<file path="src/rtl/mem_arb_pkg.sv">
// mem_arb_pkg: shared encodings for the memory arbiter.
//   - FSM state codes (IDLE, ISSUE, WAIT, RESP)
//   - access owner codes (OWN_I = instruction fetch, OWN_D = data load/store)
package mem_arb_pkg;

    localparam logic [1:0] IDLE  = 2'd0;
    localparam logic [1:0] ISSUE = 2'd1;
    localparam logic [1:0] WAIT  = 2'd2;
    localparam logic [1:0] RESP  = 2'd3;

    localparam logic OWN_I = 1'b0;
    localparam logic OWN_D = 1'b1;

endpackage

</file>
<file path="src/rtl/mem_arb_prio.sv">
// mem_arb_prio: grant decision between the fetch and data requesters.
//   Data wins over instruction. With MEM_ARB_STARVE_GUARD_EN defined, a streak
//   counter lets a waiting fetch through after DSTREAK_MAX back-to-back data
//   grants; without it data has strict priority and there is no counter.
// Ports:
//   clk, rst        clock and synchronous active-high reset
//   idle            arbiter FSM is in IDLE (only time a grant is made)
//   i_req, d_req    request levels
//   grant           a grant is made this cycle
//   owner           winner (OWN_I / OWN_D), meaningful when grant=1
module mem_arb_prio
    import mem_arb_pkg::*;
#(
    parameter int DSTREAK_MAX = 3
) (
    input  logic clk,
    input  logic rst,
    input  logic idle,
    input  logic i_req,
    input  logic d_req,
    output logic grant,
    output logic owner
);

    assign grant = idle & (i_req | d_req);

`ifdef MEM_ARB_STARVE_GUARD_EN
    localparam int SW = (DSTREAK_MAX < 2) ? 1 : $clog2(DSTREAK_MAX + 1);
    localparam logic [SW-1:0] STREAK_LIMIT = SW'(DSTREAK_MAX);

    logic [SW-1:0] streak;
    logic          i_turn;

    // The counter never passes the limit: at the limit the fetch wins and it clears.
    assign i_turn = i_req & (streak == STREAK_LIMIT);
    assign owner  = (d_req & ~i_turn) ? OWN_D : OWN_I;

    always_ff @(posedge clk) begin
        if (rst) begin
            streak <= '0;
        end else if (idle) begin
            if (!i_req)
                streak <= '0;
            else if (owner == OWN_I)
                streak <= '0;
            else
                streak <= streak + 1'b1;
        end
    end
`else
    logic unused;

    assign owner  = d_req ? OWN_D : OWN_I;
    assign unused = &{1'b0, clk, rst, (DSTREAK_MAX > 0)};
`endif

endmodule

</file>
<file path="src/rtl/mem_arbiter.sv">
// mem_arbiter: shares one single-port synchronous memory between an
// instruction-fetch port and a data (load/store) port. One access per 4 cycles;
// ack is visible 3 cycles after the request is granted.
// Optional feature: MEM_ARB_STARVE_GUARD_EN enables the fetch starvation guard
// inside mem_arb_prio.
// Ports:
//   clk, rst                          clock, synchronous active-high reset
//   i_req/i_addr/i_kill               fetch request, address, branch cancel
//   i_ack/i_rdata                     fetch completion pulse and word
//   d_req/d_we/d_addr/d_wdata         data request (we=1 store)
//   d_ack/d_rdata                     data completion pulse and load word
//   mem_en/mem_we/mem_addr/mem_wdata  memory command
//   mem_rdata                         memory read data (one cycle after mem_en)
//   busy                              FSM not in IDLE
//
// state | meaning
// IDLE  | arbitrate; latch winner's command
// ISSUE | drive memory command (mem_en=1)
// WAIT  | capture memory read data
// RESP  | raise owner's ack on the next edge
module mem_arbiter
    import mem_arb_pkg::*;
#(
    parameter int AW          = 10,
    parameter int DW          = 32,
    parameter int DSTREAK_MAX = 3
) (
    input  logic          clk,
    input  logic          rst,
    input  logic          i_req,
    input  logic [AW-1:0] i_addr,
    input  logic          i_kill,
    output logic          i_ack,
    output logic [DW-1:0] i_rdata,
    input  logic          d_req,
    input  logic          d_we,
    input  logic [AW-1:0] d_addr,
    input  logic [DW-1:0] d_wdata,
    output logic          d_ack,
    output logic [DW-1:0] d_rdata,
    output logic          mem_en,
    output logic          mem_we,
    output logic [AW-1:0] mem_addr,
    output logic [DW-1:0] mem_wdata,
    input  logic [DW-1:0] mem_rdata,
    output logic          busy
);

    logic [1:0]    state;
    logic          owner_q;
    logic          we_q;
    logic          killed;
    logic [AW-1:0] addr_q;
    logic [DW-1:0] wdata_q;
    logic [DW-1:0] ibuf;
    logic          grant;
    logic          grant_owner;
    logic          fetch_cancel;

    mem_arb_prio #(
        .DSTREAK_MAX(DSTREAK_MAX)
    ) u_prio (
        .clk   (clk),
        .rst   (rst),
        .idle  (state == IDLE),
        .i_req (i_req),
        .d_req (d_req),
        .grant (grant),
        .owner (grant_owner)
    );

    // Gating with rst keeps a store from landing on the same edge that resets us.
    assign mem_en    = (state == ISSUE) & ~rst;
    assign mem_we    = mem_en & we_q;
    assign mem_addr  = addr_q;
    assign mem_wdata = wdata_q;
    assign busy      = (state != IDLE);

    assign fetch_cancel = killed | i_kill;

    always_ff @(posedge clk) begin
        if (rst) begin
            state   <= IDLE;
            owner_q <= OWN_I;
            we_q    <= 1'b0;
            killed  <= 1'b0;
            addr_q  <= '0;
            wdata_q <= '0;
            ibuf    <= '0;
            i_ack   <= 1'b0;
            d_ack   <= 1'b0;
            i_rdata <= '0;
            d_rdata <= '0;
        end else begin
            i_ack <= 1'b0;
            d_ack <= 1'b0;
            case (state)
                IDLE: begin
                    if (grant) begin
                        owner_q <= grant_owner;
                        killed  <= 1'b0;
                        if (grant_owner == OWN_D) begin
                            addr_q  <= d_addr;
                            we_q    <= d_we;
                            wdata_q <= d_wdata;
                        end else begin
                            addr_q  <= i_addr;
                            we_q    <= 1'b0;
                            wdata_q <= '0;
                        end
                        state <= ISSUE;
                    end
                end
                ISSUE: begin
                    if (owner_q == OWN_I && i_kill)
                        killed <= 1'b1;
                    state <= WAIT;
                end
                WAIT: begin
                    if (owner_q == OWN_D) begin
                        if (!we_q)
                            d_rdata <= mem_rdata;
                    end else begin
                        // Fetch data is staged so a kill arriving in RESP can
                        // still leave i_rdata untouched.
                        ibuf <= mem_rdata;
                        if (i_kill)
                            killed <= 1'b1;
                    end
                    state <= RESP;
                end
                RESP: begin
                    if (owner_q == OWN_D) begin
                        d_ack <= 1'b1;
                    end else if (!fetch_cancel) begin
                        i_ack   <= 1'b1;
                        i_rdata <= ibuf;
                    end
                    state <= IDLE;
                end
                default: state <= IDLE;
            endcase
        end
    end

endmodule

</file>
<file path="config.mk">
export PLATFORM = sky130hd
export DESIGN_NAME = mem_arbiter
export DESIGN_NICKNAME = d
export VERILOG_FILES = /design/src/rtl/mem_arb_pkg.sv /design/src/rtl/mem_arb_prio.sv /design/src/rtl/mem_arbiter.sv
export SDC_FILE = /design/constraint.sdc
export NUM_CORES = 1
export LEC_CHECK = 0
export BUFFER_PORTS_ARGS = -buffer_cell sky130_fd_sc_hd__buf_2
export CAP_MARGIN = 10
export CORE_MARGIN = 8
export CORE_UTILIZATION = 30
export DETAILED_ROUTE_END_ITERATION = 8
export PLACE_DENSITY = 0.57
export REMOVE_ABC_BUFFERS = 1
export SYNTH_ARGS = -nofsm -noshare
export SYNTH_HDL_FRONTEND = slang
export SYNTH_SLANG_ARGS = --single-unit
</file>
<file path="constraint.sdc">
create_clock -name clk -period 3.1 [get_ports clk]
set_clock_uncertainty 0.15 [all_clocks]
set_input_delay 0.465 -clock clk [delete_from_list [all_inputs] [get_ports clk]]
set_output_delay 0.465 -clock clk [all_outputs]
set_load 0.02 [all_outputs]
</file>
# After elaboration in Yosys (flattened, before gate mapping)
# Index checks and enable logic that the tools add are counted.
# op_classes
muxes	13
eq_ne	7
n_reduce_logical	11
bitwise	10
# op_table
operator	n
32-bit two-way mux	1
10-bit two-way mux	1
1-bit two-way mux	8
2-bit case mux with 4 select lines	1
2-bit inequality test (second input constant)	3
3-bit AND reduction	2
1-bit inverter	5
5-bit AND reduction	1
2-bit equality test (second input constant)	2
2-bit AND reduction	2
1-bit bitwise AND	3
1-bit case mux with 3 select lines	1
3-bit nonzero test	1
3-bit OR reduction	1
2-bit by 1-bit equality test with 1-bit output (second input constant)	1
2-bit zero test	1
2-bit two-way mux	1
2-bit by 1-bit inequality test with 1-bit output (second input constant)	1
1-bit OR	2
2-bit nonzero test	1
2-bit OR reduction	1
1-bit logical AND	1
# word_totals
output_inout_bits	111
in_bits	90
regBits	145
wordCells	52

# Longest topological paths before layout
# Gate-level depths: netlist of run 1.
# depth
ltp_word	4
ltp_mapped	7
depth_no_buf	5

# By module
# From an unflattened synthesis of run 1, not the netlist that was laid out.
# hier_totals
hier_cells	651
area_unflattened_um2	5272.6
# modules_own_cells
module	n_inst	area_each_um2	seq_area_each_um2	cells_each
mem_arbiter	1	5257.5	2902.8	649
mem_arb_prio	1	15.0	0.0	2

# Worst setup path before layout of run 1
# OpenSTA, ideal clock, no wires.
# synth_timing
kind	reg-to-output
start	reg state[0]
end	out busy
path_slack_ps	1243
path_stages_with_launch	6
t_arrival_ps	1242
cell_sequence	dfxtp_1 inv_1 ha_1 buf_2 buf_1 inv_1
# synth_between
elab_chain_len	1
# synth_rtl
item	line_no	text
start: declaration	mem_arbiter.sv:49	logic [1:0] state;
start signal: assignment	mem_arbiter.sv:83	state <= IDLE;
start signal: assignment	mem_arbiter.sv:111	state <= ISSUE;
start signal: assignment	mem_arbiter.sv:117	state <= WAIT;
2-bit nonzero test	mem_arbiter.sv:77	assign busy = (state != IDLE);
end: declaration	mem_arbiter.sv:46	output logic busy
# No other way between the ends.

# Worst setup path after layout of run 1
# Same ends and word-level chain as after synthesis.

==> results.txt, run 1 <==
----------------------------------------------------
[Run status]
  Outcome ... completed

[Route]
  Routed length per placed instance ... 15.66 microns
  Final WL ... 16680 microns
  Via density ... roughly 4.6
  DR iter-0 viols ... 214
  Vias after detailed routing ... 4934
  DR DRC count ... 0
  1st-pass router iterations ... 7
  Number of nets with antenna violations after detailed routing ... 0

[Clocking]
  Setup repair bufs after CTS ... 0
  Quantity of hold-fixing buffers added after cts ... 0
  Maximum level of the CTS H-tree ... 4
  Clock-pin slew on the worst setup and hold paths ... 0.06 ns
  Number of buffers between clock root and the deepest sink ... 2
  Number of buffers created by CTS ... 17
  Number of instances resized during post-cts repair ... 0
  Buffer type at the clock tree root ... sky130_fd_sc_hd__clkbuf_16
  Number of sinks driven by the clock tree ... approximately 150
  Clock tree from TritonCTS ... yes
  Source-to-sink clock delay at the later pin of the worst-skew pair ... a little over 0.4 ns

[Floorplanning]
  Area of the core ... 17240 sq um
  Die Outline Area ... between 20000 and 25000 sq um
  Chip Width ... 148.5 microns
  Count of boundary I/O pins ... 201
  Starting density of the core ... 30.55%
  Height of the chip ... 148.5 microns
  Site Rows ... 48

[Worst setup path]
  Type of the worst setup path ... reg -> out
  Crit path launch type ... flip-flop
  Max Fanout on Critical Path ... 14
  Type of destination of the critical path ... output pin
  Start of the worst register-to-register path ... state[1]$_SDFFE_PP0P_
  FF-to-FF path depth ... 5
  Required time of the critical path ... roughly 2.5 ns
  Arrival time of data at the critical path endpoint ... around 1.6 ns
  Flop2flop setup slack ... 0.91 ns
  Terminus of the critical flop-to-flop path ... i_rdata[19]$_SDFFE_PP0P_

[Global route]
  Maximum number of pins on one net before global-route repair ... 147
  Total overflow reported by the global router ... 0
  Wire length of the first global-routing pass ... approximately 26000 microns
  Total routing usage reported by global routing ... 14.91%
  Number of antenna violations at the first check in global routing ... 3
  Via count of the first global-routing pass ... 4845

[Min path]
  Number of cells on the worst hold path ... 3
  Class of the tightest hold or removal check ... in -> reg
  HP Start ... mem_rdata[30]
  Worst-case hold path end point ... ibuf[30]$_SDFFE_PP0P_

[Cells and area]
  N_diodes ... 0
  Layout cells sized above 1 ... 29.05%
  Synth-to-Final Area Change ... 34.39%
  Nets ... roughly 900

[Place]
  DPL Wire Length ... between 10000 and 15000 microns
  Routability Congestion ... about 0.74
  Post-Place Setup Slack ... just under 0.9 ns
  Port Buffers ... 200

[Power]
  Power per cell area ... 837.5 nW/um^2
  Logic pwr share ... 24.2%
  Switching power summed over all nets ... around 1.9 mW
  Static leakage ... 3.036 nW
  Clock group share of total power ... between 30% and 40%
  Sw frac ... 31.91%
  Part of the total power dissipated in sequential elements ... 38.0%
  Internal power ... 4.035 mW
  Peak supply drop ... between 0.3 and 0.4 mV

[STA]
  Post-Route Setup TNS ... 0 ns
  Slew at the pin closest to its max-slew limit ... 0.6656 ns
  Post-layout min period ... 2.231 ns
  Final number of hold-violating endpoints ... 0
  Post-route clock period utilization ... 71.98%
  Post-layout worst setup margin ... around 0.87 ns
  Max-Slew Margin vs Limit ... 55.63%
  Final count of negative-setup-slack endpoints ... 0
  Number of pins exceeding their max-slew limit in the final report ... 0
  Highest achievable clock rate ... between 0.4 and 0.5 GHz
  RSZ-0062 raised after global routing ... no

[Logic synthesis]
  Share of async-settable or async-resettable flops after synthesis ... 0%
  Proportion of synthesized chip area in sequential cells ... about 55%
  Library cells used by synthesis ... 27
  Netlist area before placement ... ~5300 sq um
  Number of flops mapped to enable cells by yosys ... 0
  Yosys warning count ... 0
  Seq cells post-synth ... 145
  Most used DFF post-synth ... sky130_fd_sc_hd__dfxtp_1
  Post-synthesis area per instance ... 8.125 sq um
  Cell count after synthesis ... between 600 and 700

[Run]
  Number of max-capacitance violations reported ... 0

----------------------------------------------------
## per-stage QoR
| step | power, mW | hold WS [ns] | utilization [%] | cell area [sq um] | instances |
|---|---|---|---|---|---|
| floorplan | 3.145 | 0.2760 | - | 5035 | 597 |
| global placement | 3.744 | 0.2856 | 37.28 | 6426 | 1033 |
| detailed placement | 3.752 | 0.2912 | 37.28 | 6426 | 1033 |
| CTS | 6.016 | 0.1325 | 41.05 | 7076 | 1065 |
| global route | 6.267 | 0.1329 | 41.05 | 7076 | 1065 |
| finish | 5.926 | 0.1511 | 41.05 | 7076 | 1065 |
## layout by cell type, fill, tap and decap left out, drive strengths merged
cell,instances
nor4b,1
a211oi,11
nor3,1
o21ai,2
o21a,1
and3b,2
nand3b,1
mux2i,12
o21bai,1
nand3,33
clkbuf,24
and2,1
nand2b,3
nor3b,1
a21oi,130
inv,4
nor2b,2
or4b,1
buf,211
dfxtp,145
clkinv,3
bufinv,4
nor4bb,1
nor2,13
ha,5
nand2,227
## state kept, by name, summed over array words and instances (netlist names)
register	cells
d_rdata	32
owner_q	1
killed	1
i_rdata	32
d_ack	1
state	2
mem_wdata	32
mem_addr	10
we_q	1
ibuf	32
i_ack	1
## layer usage
layer	vias to the layer above	routed length, microns	GRT usage (%)	share of wire, %
li1	2498	-	-	-
met1	2208	7319	18.12	44
met2	205	6991	21.95	42
met3	17	2142	8.356	13
met4	6	201	4.437	1.2
met5	-	24	0	0.14
## critical path: stages (launching register included)
cell                      delay [ns]
sky130_fd_sc_hd__dfxtp_1        0.34
sky130_fd_sc_hd__inv_1          0.11
sky130_fd_sc_hd__ha_1           0.51
sky130_fd_sc_hd__inv_1          0.08
sky130_fd_sc_hd__buf_2          0.17
## power groups by stage
stage               clock (mW)  sequential [mW]  combinational (mW)
floorplan                    0             2.46               0.686
global placement             0             2.28                1.46
detailed placement           0             2.29                1.46
CTS                       2.30             2.26                1.46
global route              2.38             2.29                1.59
finish                    2.24             2.25                1.43
## final cells by class
type	instances	area (sq um)
multi-input combinational	449	2132
timing repair buffer	211	1099
tap	225	281.5
sequential	145	2903
fill	1747	10160
clock inverter	8	147.6
inverter	3	11.26
clock buffer	24	501.7
## logic make-up (layout without fill, tap and decap cells)
| logic type | Yosys count | in the layout | share of synthesized area (%) |
|---|---|---|---|
| compound gates | 145 | 145 | 14.47 |
| fa+ha+maj | 5 | 5 | 1.188 |
| buf+inv | 54 | 246 | 4.586 |
| flops | 145 | 145 | 55.13 |
| mux | 12 | 12 | 2.281 |
| simple gates | 287 | 287 | 22.34 |
## cells in the mapped netlist (2+ instances only)
cell type	n	area share, %
sky130_fd_sc_hd__nor2_1	13	0.93
sky130_fd_sc_hd__and3b_1	2	0.33
sky130_fd_sc_hd__buf_1	3	0.21
sky130_fd_sc_hd__ha_1	5	1.2
sky130_fd_sc_hd__inv_1	3	0.21
sky130_fd_sc_hd__a211oi_1	11	1.6
sky130_fd_sc_hd__dfxtp_1	145	55
sky130_fd_sc_hd__nand3_1	33	3.1
sky130_fd_sc_hd__nand2_1	227	16
sky130_fd_sc_hd__mux2i_1	12	2.3
sky130_fd_sc_hd__nand2b_1	3	0.36
sky130_fd_sc_hd__nor2b_1	2	0.24
sky130_fd_sc_hd__buf_6	3	0.64
sky130_fd_sc_hd__clkbuf_1	32	2.3
sky130_fd_sc_hd__buf_2	13	1.2
sky130_fd_sc_hd__a21oi_1	130	12
## worst max path at each step
stage,endpoint,slack [ns],cells after the start,startpoint
floorplan,i_rdata[0]$_SDFFE_PP0P_,0.72,4,state[1]$_SDFFE_PP0P_
global placement,i_rdata[1]$_SDFFE_PP0P_,0.90,5,i_kill
detailed placement,i_rdata[4]$_SDFFE_PP0P_,0.89,5,i_kill
CTS,busy,0.85,4,state[0]$_SDFFE_PP0P_
global route,busy,0.72,4,state[1]$_SDFFE_PP0P_
finish,busy,0.87,4,state[0]$_SDFFE_PP0P_
(Power assumes the default switching activity.)
==> inputs of run 2 (changes only) <==
- clock period: 3.1 -> 2.3 ns (I/O delays scaled with it)
==> run 2 against run 1 <==
Global-route usage barely moved. Combinational power grew 41%. Largest cell class unchanged. Via count down 2.2%. Utilization is 0.22 points lower. Clock power grew 18%. Sequential power is 35% higher. Final area is 0.53% lower. Flip-flop and latch count is the same. First-iteration DRC count decreased by 43%. Total power is 30% higher.
==> results.txt, run 2 (synthesis results as in run 1) <==
----------------------------------------------------
[Cells and area]
  Final design utilization ... 40.83% (-0.22 points)
  Leading cell type in the layout, fill and taps excluded ... sky130_fd_sc_hd__nand2_1
  Layout cells sized above 1 ... 29.38% (+0.34 points)
  Synth-to-Final Area Change ... 33.67%
  Sequential standard cell area ... 2903 sq um (unchanged)
  N_diodes ... 0 (unchanged)
  Finished layout cell area ... 7038 sq um (-0.53%)
  Nets ... 927 (+0.54%)
  Top library cells by usage in the layout, fill and taps aside ... sky130_fd_sc_hd__nand2_1 (227), sky130_fd_sc_hd__buf_2 (199), sky130_fd_sc_hd__dfxtp_1 (145), sky130_fd_sc_hd__a21oi_1 (130), sky130_fd_sc_hd__nand3_1 (33)
  Multi-input gate area ... 2132 sq um (unchanged)
  Fill count ... 1808 (+3.5%)

[Clocking]
  Number of instances resized during post-cts repair ... 0 (unchanged)
  Source-to-sink clock delay at the later pin of the worst-skew pair ... 0.41 ns (about the same)
  Clock tree from TritonCTS ... yes
  Maximum level of the CTS H-tree ... 4 (unchanged)
  Setup repair bufs after CTS ... 0 (unchanged)
  Buffer type at the clock tree root ... sky130_fd_sc_hd__clkbuf_16
  Number of buffers between clock root and the deepest sink ... 2 (unchanged)
  Number of sinks driven by the clock tree ... 145 (unchanged)
  Quantity of hold-fixing buffers added after cts ... 0 (unchanged)
  Number of buffers created by CTS ... 17 (unchanged)
  Clock-pin slew on the worst setup and hold paths ... 0.06 ns (about the same)

[Global route]
  Via count of the first global-routing pass ... 4959 (+2.4%)
  Number of antenna violations at the first check in global routing ... 2 (-1)
  Maximum number of pins on one net before global-route repair ... 147 (unchanged)
  Total overflow reported by the global router ... 0 (unchanged)
  Total routing usage reported by global routing ... 14.95% (+0.037 points)
  Wire length of the first global-routing pass ... 26120 microns (about the same)

[STA]
  Highest achievable clock rate ... 0.4683 GHz
  Post-route clock period utilization ... 92.85%
  Slew at the pin closest to its max-slew limit ... 0.8411 ns (+0.1756 ns)
  Final count of negative-setup-slack endpoints ... 0 (unchanged)
  Post-layout min period ... 2.136 ns
  Number of pins exceeding their max-slew limit in the final report ... 0 (unchanged)
  Max-Slew Margin vs Limit ... 43.67% (-12 points)
  Final number of hold-violating endpoints ... 0 (unchanged)
  Post-Route Hold Slack ... 0.03118 ns (-0.1199 ns)
  RSZ-0062 raised after global routing ... no

[Route]
  1st-pass router iterations ... 6 (-1)
  Via density ... 4.513 (-2.6%)
  Number of nets with antenna violations after detailed routing ... 0 (unchanged)
  Vias after detailed routing ... 4824 (-2.2%)
  DR iter-0 viols ... 122 (-43%)
  DR DRC count ... 0 (unchanged)
  Final WL ... 16360 microns (-1.9%)
  Routed length per placed instance ... 15.30 microns (-2.3%)

[Worst setup path]
  Arrival time of data at the critical path endpoint ... 2.32 ns (+0.70 ns)
  Flop2flop setup slack ... 0.16 ns (-0.75 ns)
  Max Fanout on Critical Path ... 17 (+3)
  Type of the worst setup path ... reg -> reg
  Required time of the critical path ... 2.49 ns (about the same)
  Terminus of the critical flop-to-flop path ... ibuf[12]$_SDFFE_PP0P_
  FF-to-FF path depth ... 6 (+1)
  Crit path launch type ... flip-flop
  Start of the worst register-to-register path ... state[0]$_SDFFE_PP0P_
  Type of destination of the critical path ... flip-flop

[Floorplanning]
  Site Rows ... 48 (unchanged)
  Die Outline Area ... 22040 sq um (unchanged)
  Count of boundary I/O pins ... 201 (unchanged)
  Area of the core ... 17240 sq um (unchanged)
  Height of the chip ... 148.5 microns (unchanged)
  Starting density of the core ... 30.55% (unchanged)
  Chip Width ... 148.5 microns (unchanged)

[Place]
  Routability Congestion ... 0.7631 (+2.9%)
  DPL Wire Length ... 11280 microns (-1.4%)
  Area post-placement ... 6476 sq um (+0.78%)
  Port Buffers ... 200 (unchanged)

[Run]
  Number of max-capacitance violations reported ... 0 (unchanged)

[Power]
  Total power consumption of the routed design ... 7.681 mW (+30%)
  Power per cell area ... 1091 nW/um^2 (+30%)
  Static leakage ... 3.022 nW (-0.44%)
  Peak supply drop ... 0.5058 mV (+43%)

[Min path]
  Worst-case hold path end point ... ibuf[20]$_SDFFE_PP0P_
  Number of cells on the worst hold path ... 3 (unchanged)
  Class of the tightest hold or removal check ... in -> reg
  HP Start ... mem_rdata[20]

[Run status]
  Outcome ... completed

----------------------------------------------------
## run 2: cell count changes in the layout (fill, tap and decap cells not counted), sizes merged
cell      before  now
buf          211  216
clkinvlp       0    1
clkbuf        24   20
bufinv         4    2
inv            4    3
clkinv         3    8
## run 2: power breakdown
part           internal (mW)  total [mW]  switching (mW)
registers               2.85        3.03           0.177
clock network           1.61        2.64            1.03
logic                  0.679        2.01            1.33
total                   5.14        7.68            2.54
## run 2: how the worst max path moves through the flow
stage / start / end / slack [ns] / cells past startpoint
after floorplan: state[1]$_SDFFE_PP0P_ / i_rdata[0]$_SDFFE_PP0P_ / -0.08 / 4
after global placement: state[0]$_SDFFE_PP0P_ / ibuf[0]$_SDFFE_PP0P_ / 0.24 / 6
after detailed placement: state[0]$_SDFFE_PP0P_ / ibuf[14]$_SDFFE_PP0P_ / 0.16 / 6
after CTS: state[0]$_SDFFE_PP0P_ / ibuf[14]$_SDFFE_PP0P_ / 0.14 / 6
after global routing: state[0]$_SDFFE_PP0P_ / ibuf[15]$_SDFFE_PP0P_ / 0.002 / 6
final: state[0]$_SDFFE_PP0P_ / ibuf[12]$_SDFFE_PP0P_ / 0.16 / 6
## run 2: critical path, cell delays in order, from the launching register on
cell	delay [ns]
sky130_fd_sc_hd__dfxtp_1	0.34
sky130_fd_sc_hd__inv_1	0.12
sky130_fd_sc_hd__ha_1	0.19
sky130_fd_sc_hd__nor2b_2	0.70
sky130_fd_sc_hd__buf_4	0.35
sky130_fd_sc_hd__nand2_1	0.09
sky130_fd_sc_hd__a21oi_1	0.12
## run 2: area by class of cell
cell class | count | share of cell area [%]
Clock inverter | 11 | 1.636
Inverter | 3 | 0.1600
Clock buffer | 20 | 6.347
Sequential cell | 145 | 41.24
Tap cell | 225 | 4.000
Multi-Input combinational cell | 449 | 30.29
Timing Repair Buffer | 216 | 16.32
## run 2: through the flow
| step | setup TNS, ns | worst slack, ns | cells |
|---|---|---|---|
| after detailed placement | 0 | 0.1597 | 1038 |
| after global placement | 0 | 0.2359 | 1038 |
| after CTS | 0 | 0.1394 | 1069 |
| final | 0 | 0.1645 | 1069 |
| after floorplan | -2.653 | -0.08290 | 597 |
| after global routing | 0 | 0.002203 | 1069 |
## run 2: layer usage
| layer | vias up | routed length (microns) | global-route usage (%) | part of all wire (%) |
|---|---|---|---|---|
| met5 | - | 34 | 0 | 0.21 |
| met4 | 4 | 128 | 4.589 | 0.78 |
| met3 | 13 | 1906 | 8.235 | 12 |
| met2 | 197 | 6878 | 21.68 | 42 |
| met1 | 2112 | 7411 | 18.46 | 45 |
| li1 | 2498 | - | - | - |
